**src/rtl/icache_assoc.sv**
```systemverilog
// Set-associative I-cache: combinational 0-cycle hit; a miss fills a block word by word, then does one atomic line write.
// Fill stalls on iwait; pcRST/iflush abort a fill; iflush invalidates all lines at the next edge.
module icache_assoc #(
  parameter int SETS  = 8,
  parameter int WAYS  = 2,
  parameter int WORDS = 2,
  parameter int CPUID = 0
) (
  input  logic        CLK,
  input  logic        nRST,
  input  logic        imemREN,
  input  logic [31:0] imemaddr,
  input  logic        pcRST,
  input  logic        iflush,
  output logic        ihit,
  output logic [31:0] imemload,
  output logic        iREN,
  output logic [31:0] iaddr,
  input  logic        iwait,
  input  logic [31:0] iload
);

  localparam int WO = $clog2(WORDS);
  localparam int WB = (WORDS > 1) ? WO : 1;
  localparam int IB = $clog2(SETS);
  localparam int TB = 30 - WO - IB;
  localparam logic [31:0] BLK_MASK = ~(32'(WORDS * 4) - 32'd1);

  // CPUID only picks the memory-controller slot outside; it is checked here with the rest.
  if (SETS < 2 || (SETS & (SETS - 1)) != 0 || (WAYS != 1 && WAYS != 2) ||
      WORDS < 1 || (WORDS & (WORDS - 1)) != 0 || CPUID < 0) begin : g_bad_params
    $error("icache_assoc: illegal parameter set");
  end

  typedef enum logic {IDLE, FILL} state_t;

  logic          valid [WAYS][SETS];
  logic [TB-1:0] tags  [WAYS][SETS];
  logic [31:0]   data  [WAYS][SETS][WORDS];
  logic          lru   [SETS];
  logic [31:0]   buffer [WORDS];

  state_t        state;
  logic [31:0]   base;
  logic          vway;
  logic [WB-1:0] k;

  logic [WB-1:0] wsel;
  logic [IB-1:0] idx, fidx;
  logic [TB-1:0] tag, ftag;
  logic          hit_way, victim, abort, last, fill_done;

  assign wsel = WB'((imemaddr >> 2) & 32'(WORDS - 1));
  assign idx  = IB'(imemaddr >> (2 + WO));
  assign tag  = TB'(imemaddr >> (2 + WO + IB));
  assign fidx = IB'(base >> (2 + WO));
  assign ftag = TB'(base >> (2 + WO + IB));

  assign abort     = pcRST | iflush;
  assign last      = (k == WB'(WORDS - 1));
  assign fill_done = (state == FILL) && !iwait && last && !abort;

  always_comb begin
    ihit     = 1'b0;
    hit_way  = 1'b0;
    imemload = '0;
    for (int w = 0; w < WAYS; w++) begin
      if (imemREN && valid[w][idx] && tags[w][idx] == tag) begin
        ihit     = 1'b1;
        hit_way  = 1'(w);
        imemload = data[w][idx][wsel];
      end
    end
  end

  // Lowest invalid way wins; otherwise fall back to the LRU way.
  always_comb begin
    victim = (WAYS == 2) ? lru[idx] : 1'b0;
    for (int w = WAYS - 1; w >= 0; w--) begin
      if (!valid[w][idx]) victim = 1'(w);
    end
  end

  always_ff @(posedge CLK or negedge nRST) begin
    if (!nRST) begin
      state <= IDLE;
      base  <= '0;
      vway  <= 1'b0;
      k     <= '0;
      iREN  <= 1'b0;
      iaddr <= '0;
    end else begin
      case (state)
        IDLE: begin
          if (imemREN && !ihit && !pcRST && !iflush) begin
            state <= FILL;
            base  <= imemaddr & BLK_MASK;
            vway  <= victim;
            k     <= '0;
            iREN  <= 1'b1;
            iaddr <= imemaddr & BLK_MASK;
          end
        end
        FILL: begin
          if (abort || (!iwait && last)) begin
            state <= IDLE;
            k     <= '0;
            iREN  <= 1'b0;
            iaddr <= '0;
          end else if (!iwait) begin
            k     <= k + 1'b1;
            iaddr <= iaddr + 32'd4;
          end
        end
        default: state <= IDLE;
      endcase
    end
  end

  always_ff @(posedge CLK or negedge nRST) begin
    if (!nRST) begin
      for (int s = 0; s < SETS; s++) begin
        lru[s] <= 1'b0;
        for (int w = 0; w < WAYS; w++) valid[w][s] <= 1'b0;
      end
    end else if (iflush) begin
      for (int s = 0; s < SETS; s++) begin
        lru[s] <= 1'b0;
        for (int w = 0; w < WAYS; w++) valid[w][s] <= 1'b0;
      end
    end else begin
      if (ihit && WAYS == 2) lru[idx] <= ~hit_way;
      if (fill_done) begin
        valid[vway][fidx] <= 1'b1;
        if (WAYS == 2) lru[fidx] <= ~vway;
      end
    end
  end

  // The final word bypasses the buffer so the whole line lands in one edge.
  always_ff @(posedge CLK) begin
    if (state == FILL && !iwait) buffer[k] <= iload;
    if (fill_done) begin
      tags[vway][fidx] <= ftag;
      for (int j = 0; j < WORDS; j++)
        data[vway][fidx][j] <= (j == int'(k)) ? iload : buffer[j];
    end
  end

endmodule

```
**config.mk**
```make
export PLATFORM = sky130hd
export DESIGN_NAME = icache_assoc
export DESIGN_NICKNAME = d
export VERILOG_FILES = /design/src/rtl/icache_assoc.sv
export SDC_FILE = /design/constraint.sdc
export NUM_CORES = 2
export LEC_CHECK = 0
export CORE_UTILIZATION = 53
export CTS_CLUSTER_DIAMETER = 200
export DETAILED_ROUTE_END_ITERATION = 10
export DONT_BUFFER_PORTS = 1
export GPL_TIMING_DRIVEN = 1
export PLACE_DENSITY = 0.68
export RECOVER_POWER = 100
export SYNTH_ARGS = -nofsm -noshare
export SYNTH_HDL_FRONTEND = slang
export SYNTH_SLANG_ARGS = --single-unit
```
**constraint.sdc**
```tcl
create_clock -name CLK -period 15.13 [get_ports CLK]
set_input_delay 2.2695 -clock CLK [delete_from_list [all_inputs] [get_ports CLK]]
set_output_delay 2.2695 -clock CLK [all_outputs]
set_load 0.02 [all_outputs]
```
* After elaboration in Yosys (flattened, before gate mapping)
Memory sizes are Yosys's and may differ from the RTL's.
Cells that the tools add are included.
** Cells by class
- Multipliers :: 0
- $add $sub $neg :: 2
- Shift-type cells :: 0
- Reduce and logical (&&, ||, !) cells :: 24
- Order comparisons :: 7
- Equality and inequality tests :: 5
- Div/mod/pow operators :: 0
- Muxes and demuxes :: 588
- Bitwise operators :: 521
** Operators with widths (number)
- $mux 512 :: 2
- $mux 1 :: 535
- $or 1x1->1 :: 513
- $mux 32 :: 14
- $bmux 64 s3 :: 2
- $demux 64 s3 :: 2
- $mux 64 :: 5
- $mux 208 :: 1
- $bmux 26 s3 :: 2
- $mux 26 :: 5
- $demux 26 s3 :: 1
- $pmux 32 s2 :: 1
- $eq 26x26->1 :: 2
- $mux 8 :: 5
- $add 32x3->32 const B :: 1
- $mux 16 :: 2
- $bwmux 8 :: 2
- $or 16x16->16 :: 1
- $logic_and 1x1->1 :: 14
- $bmux 1 s3 :: 3
- $demux 8 s1 :: 1
- $ge 4x4->1 const B :: 2
- $lt 4x1->1 const B :: 2
- $not 3->4 :: 2
- 14 further kinds :: 27
** Storage, ports and cells
- Bits of input ports :: 70
- Word-level logic and storage cells :: 1180
- Memories :: 3
- Output and inout port bits :: 66
- Bits in latches :: 0
- ROM bits :: 0
- Memory bits (writable) :: 1504
- Register bits :: 89
** Memories
- data :: depth 2, bits a word 512, read ports 2, clocked after Yosys merged registers in 0, wr ports 1, line 39 : logic [31:0] data [WAYS][SETS][WORDS];
- tags :: depth 2, bits a word 208, read ports 2, clocked after Yosys merged registers in 0, wr ports 1, line 38 : logic [TB-1:0] tags [WAYS][SETS];
- buffer :: depth 2, bits a word 32, read ports 2, clocked after Yosys merged registers in 0, wr ports 1, line 41 : logic [31:0] buffer [WORDS];

* Logic depth before layout (Yosys ltp)
- Word-level depth :: 14
- Gate-level depth with buffers :: 17
- Depth with buffers taken out :: 10

* Worst setup path before layout
Ideal clock, no wire load.
- Path kind :: input port to flip-flop
- Start :: input iwait
- End :: memory data[1][0] (netlist bit), enable pin
- Setup time :: 540 ps
- Path slack :: 6580 ps
- Arrival :: 8010 ps
- Stages on the path :: 8
- Required time :: 14590 ps
- Path buffers :: 3
- Cell sequence :: inv_1 -> and3_1 -> and3_1 -> clkbuf_1 -> nand3_1 -> clkbuf_1 -> buf_1 -> nor2_1
** Between the ends
- Word-level cells in the longest chain between the ends :: 7
- Elaborated cells between the ends (all ways) :: 8
- Classes of those cells :: 3 x mux; 1 x bitwise; 4 x reduce/logical
** RTL lines
- start, declared :: line 19 : input logic iwait,
- $logic_not 1->1 (*) :: line 61 : assign fill_done = (state == FILL) && !iwait && last && !abort;
- $logic_and 1x1->1 (*) (3 in a row) :: line 61
- $mux 1 (*) :: line 143 : if (fill_done) begin
- $mux 512 :: line 146 : data[vway][fidx][j] <= (j == int'(k)) ? iload : buffer[j];
- $or 1x1->1 (no line) (*)
- end, declared :: line 39
Mark *: on every way between the ends. The rest lies on a longest branch, timed or not.

* Final worst setup path
- Start :: register k
- End :: memory data[0][317] (netlist bit), enable pin
** Between the ends
- Word-level cells in the longest chain between the ends :: 5
- Elaborated cells between the ends (all ways) :: 6
- Classes of those cells :: 3 x mux; 1 x bitwise; 2 x reduce/logical
** RTL lines
- start, declared :: line 46 : logic [WB-1:0] k;
- start signal, assigned :: line 111 : k <= k + 1'b1;
- $logic_and 1x1->1 (*) (2 in a row) :: line 61
- $mux 1 (*) :: line 143
- $mux 512 :: line 146
- $or 1x1->1 (no line) (*)
Marks and branches as above.

==> flow_metrics.py <==
metrics = {
    "global_routing": {
        "grt_max_degree": 365,
        "antenna_found_initial": 4,
        "grt_pass1_wl_um": 281000,
        "grt_overflow": 0,
        "track_usage_pct": 32.4,
        "grt_pass1_vias": 39215,
    },
    "die": {
        "coreArea_mm2": 0.120,
        "io_pins": 136,
        "placement_rows": 127,
        "die_w_um": 351,
        "die_area_mm2": 0.123,
        "initial_utilization_pct": 53.6,
        "die-height_um": 351,
    },
    "pwr": {
        "p_leak_nw": 22.8,
        "p_per_area_mw_per_mm2": 130,
        "peakVddDrop_uv": 121,
    },
    "clock_network": {
        "ctsHtreeMaxLevel": 4,
        "root_buffer": "clkbuf_16",
        "clk_pin_slew_ps": 60,
        "cts_setup_buffers": 0,
        "cts_resized": 0,
        "cts.sinks": 1591,
        "cts_buffers": 160,
        "ctsHoldBuffers": 0,
        "clockBufferDepth": 3,
        "cts_tree": "built",
        "clk_latency_ps": 790,
    },
    "cells_and_area": {
        "final_common_cell": "edfxtp_1",
        "drive_above_1_share_pct": 12.7,
        "final_cell_mix": "edfxtp_1, a21oi_1, nor2_1",
        "syn2layout_area_growth_pct": 9.89,
        "fillers": 9220,
        "stdcell_area_mm2": 0.0710,
        "layout.nets": 4256,
    },
    "yosys": {
        "avgSynthCellArea_um2": 15.5,
        "yosys.cell_types.count": 80,
        "synth_ff_type": "edfxtp_1",
        "netlist_area_mm2": 0.0646,
        "synth_seq_area_share_pct": 73.3,
        "yosysWarnings": 0,
        "async_flop_share_pct": 5.47,
        "ys_ff_latch": 1591,
        "postSynthCellCount": 4171,
        "synth_edf_count": 1504,
    },
    "timing": {
        "rsz0062_at_grt": "false",
        "fin_crit_ps": 12490,
        "maxSlewHeadroom_pct": -227,
        "finClkSkew_ps": 30.3,
        "timing.fmax_ghz": 0.0801,
        "setup_slack_ps": 2640,
        "worst_pin_slew_ps": 4900,
        "setup_viol": 0,
        "tns_ps": 0,
        "maxSlewViolCount": 2228,
        "hold_viol": 0,
        "fin_crit_sh_pct": 82.6,
    },
    "outcome": {
        "run_status": "finished, violations left",
        "violations": "capacitance limit, slew limit",
    },
    "route": {
        "vias": 40108,
        "drt-total-wl_um": 198000,
        "drt_iter0_markers": 5640,
        "first_pass_iters": 6,
        "routedWlPerCell_um": 33.4,
        "viasPerCell": 6.76,
        "post-route-drc-count": 0,
        "antenna_left": 0,
    },
    "worst_setup_path": {
        "arrival_ps": 12800,
        "path_cells": "and3_1 -> and3_1 -> nand2_2 -> clkbuf_1 -> nor2_1 -> buf_4 -> clkbuf_1",
        "path_buf_inv": 3,
        "crit_slowest_cell": "clkbuf_1",
        "startpoint_type": "register",
        "reg2reg_slack_ps": 2640,
        "endpoint_kind": "register",
        "path_class": "reg2reg",
        "max_stage_delay_ps": 2520,
        "crit_required_ps": 15430,
        "critPathTopFamily": "simple AND/OR/NAND/NOR gates",
        "worst-path-max-fanout": 69,
    },
    "placement": {
        "place.gp.congestion": 0.872,
        "dpl_cell_area_mm2": 0.0665,
        "portBuffers": 0,
        "pre_cts_ws_ps": 5110,
        "dp_hpwl_um": 107000,
    },
    "worst_hold_path": {
        "hp-class": "reg2reg",
    },
    "run": {
        "cap_violations": 56,
    },
}
[flip-flops by register name (all words and copies together) (netlist names)]
| signal | count |
|---|---|
| state | 1 |
| valid | 16 |
| iaddr | 30 |
| base | 29 |
| lru | 8 |
| vway | 1 |
| data | 1024 |
| iREN | 1 |
| buffer | 64 |
| k | 1 |
| tags | 416 |
[path summary, 6_finish.rpt]
path	start	endpoint	cells past startpoint
max in group asynchronous	nRST	valid[14]	0
hold / removal	valid[5]	valid[5]	2
setup reg to reg	k	data[0][317]	7
min in group asynchronous	nRST	iaddr[24]	0
setup / recovery	k	data[0][317]	7
hold reg to reg	valid[5]	valid[5]	2
[cell families (layout without fill, tap and decap cells)]
family | Yosys count | count (layout) | share of synthesized area (%)
and+or+nand+nor | 674 | 674 | 4.65
AOI/OAI and AO/OA | 1092 | 1092 | 11.0
other | 1 | 20 | 0.00581
adders and majority gates | 1 | 1 | 0.0194
DFF | 1591 | 1591 | 73.3
xor gates and xnor gates | 21 | 21 | 0.285
muxes | 452 | 452 | 8.38
buffers and inverters | 339 | 473 | 2.37
[report_power, final]
part	switching [mW]	leakage [nW]	internal, mW
clock network	1.64	2.36	2.11
logic	0.259	5.84	0.152
registers	0.120	14.6	4.92
[area by class of cell]
type,instances,area (um2),share of cell area [%]
Multi-Input combinational cell,2242,15800,22.3
Antenna cell,18,45.0,0.0635
Clock inverter,70,531,0.748
Inverter,63,239,0.337
Tap cell,1612,2020,2.84
Sequential cell,1591,47300,66.7
Timing Repair Buffer,127,676,0.952
Clock buffer,213,4310,6.07
[per-stage QoR]
step / hold slack (ps) / total power, mW / cells / utilization, %
6_report: 511 / 9.19 / 5936 / 58.9
5_1_grt: 523 / 9.40 / 5934 / 58.9
4_1_cts: 505 / 9.20 / 5918 / 59.3
3_5_place_dp: 492 / 5.53 / 5635 / 55.2
3_3_place_gp: 476 / 5.52 / 5635 / 55.2
2_1_floorplan: 461 / 5.38 / 4172 / -
[worst reg2reg max path, delay by kind of cell (launching register included)]
| kind | cells | cell delay, ps |
|---|---|---|
| buffers and inverters | 3 | 5170 |
| AND/OR/NAND/NOR | 4 | 5360 |
| flip-flops | 1 | 1430 |
[synthesized netlist by cell type (4+ instances only)]
cell type	n	area share, %
a21oi_1	371	2.9
buf_8	4	0.093
or3_1	7	0.068
a221o_1	13	0.20
xor2_1	13	0.18
o21bai_1	8	0.093
nor2_1	373	2.2
nor4_1	5	0.048
buf_1	35	0.20
xnor2_1	8	0.11
o221ai_1	41	0.56
a22oi_1	178	2.1
o21ai_0	95	0.74
nor3_1	29	0.22
and3_1	34	0.33
o21a_1	6	0.070
nand4_1	33	0.32
buf_2	40	0.31
nor4b_1	4	0.054
mux2_2	208	3.6
nand2_1	111	0.65
o31ai_1	12	0.14
a22o_1	37	0.50
a211oi_1	11	0.13
mux4_2	46	1.6
o22ai_1	156	1.5
a211o_1	10	0.14
a31oi_1	24	0.23
mux2i_1	194	3.0
dfrtp_1	87	3.4
buf_6	13	0.23
clkbuf_1	170	0.99
o211ai_1	29	0.34
edfxtp_1	1504	70
a21o_1	4	0.046
nand3_1	43	0.33
buf_4	12	0.14
inv_1	62	0.36
nor2b_1	9	0.087
a221oi_1	72	0.98
[per-layer routing]
metal,global-route usage (%),share of wire (%)
met2,50.5,46
met1,41.8,35
met5,0,0
met3,7.82,12
met4,18.3,6.2
Power figures use the tool's default switching activity.
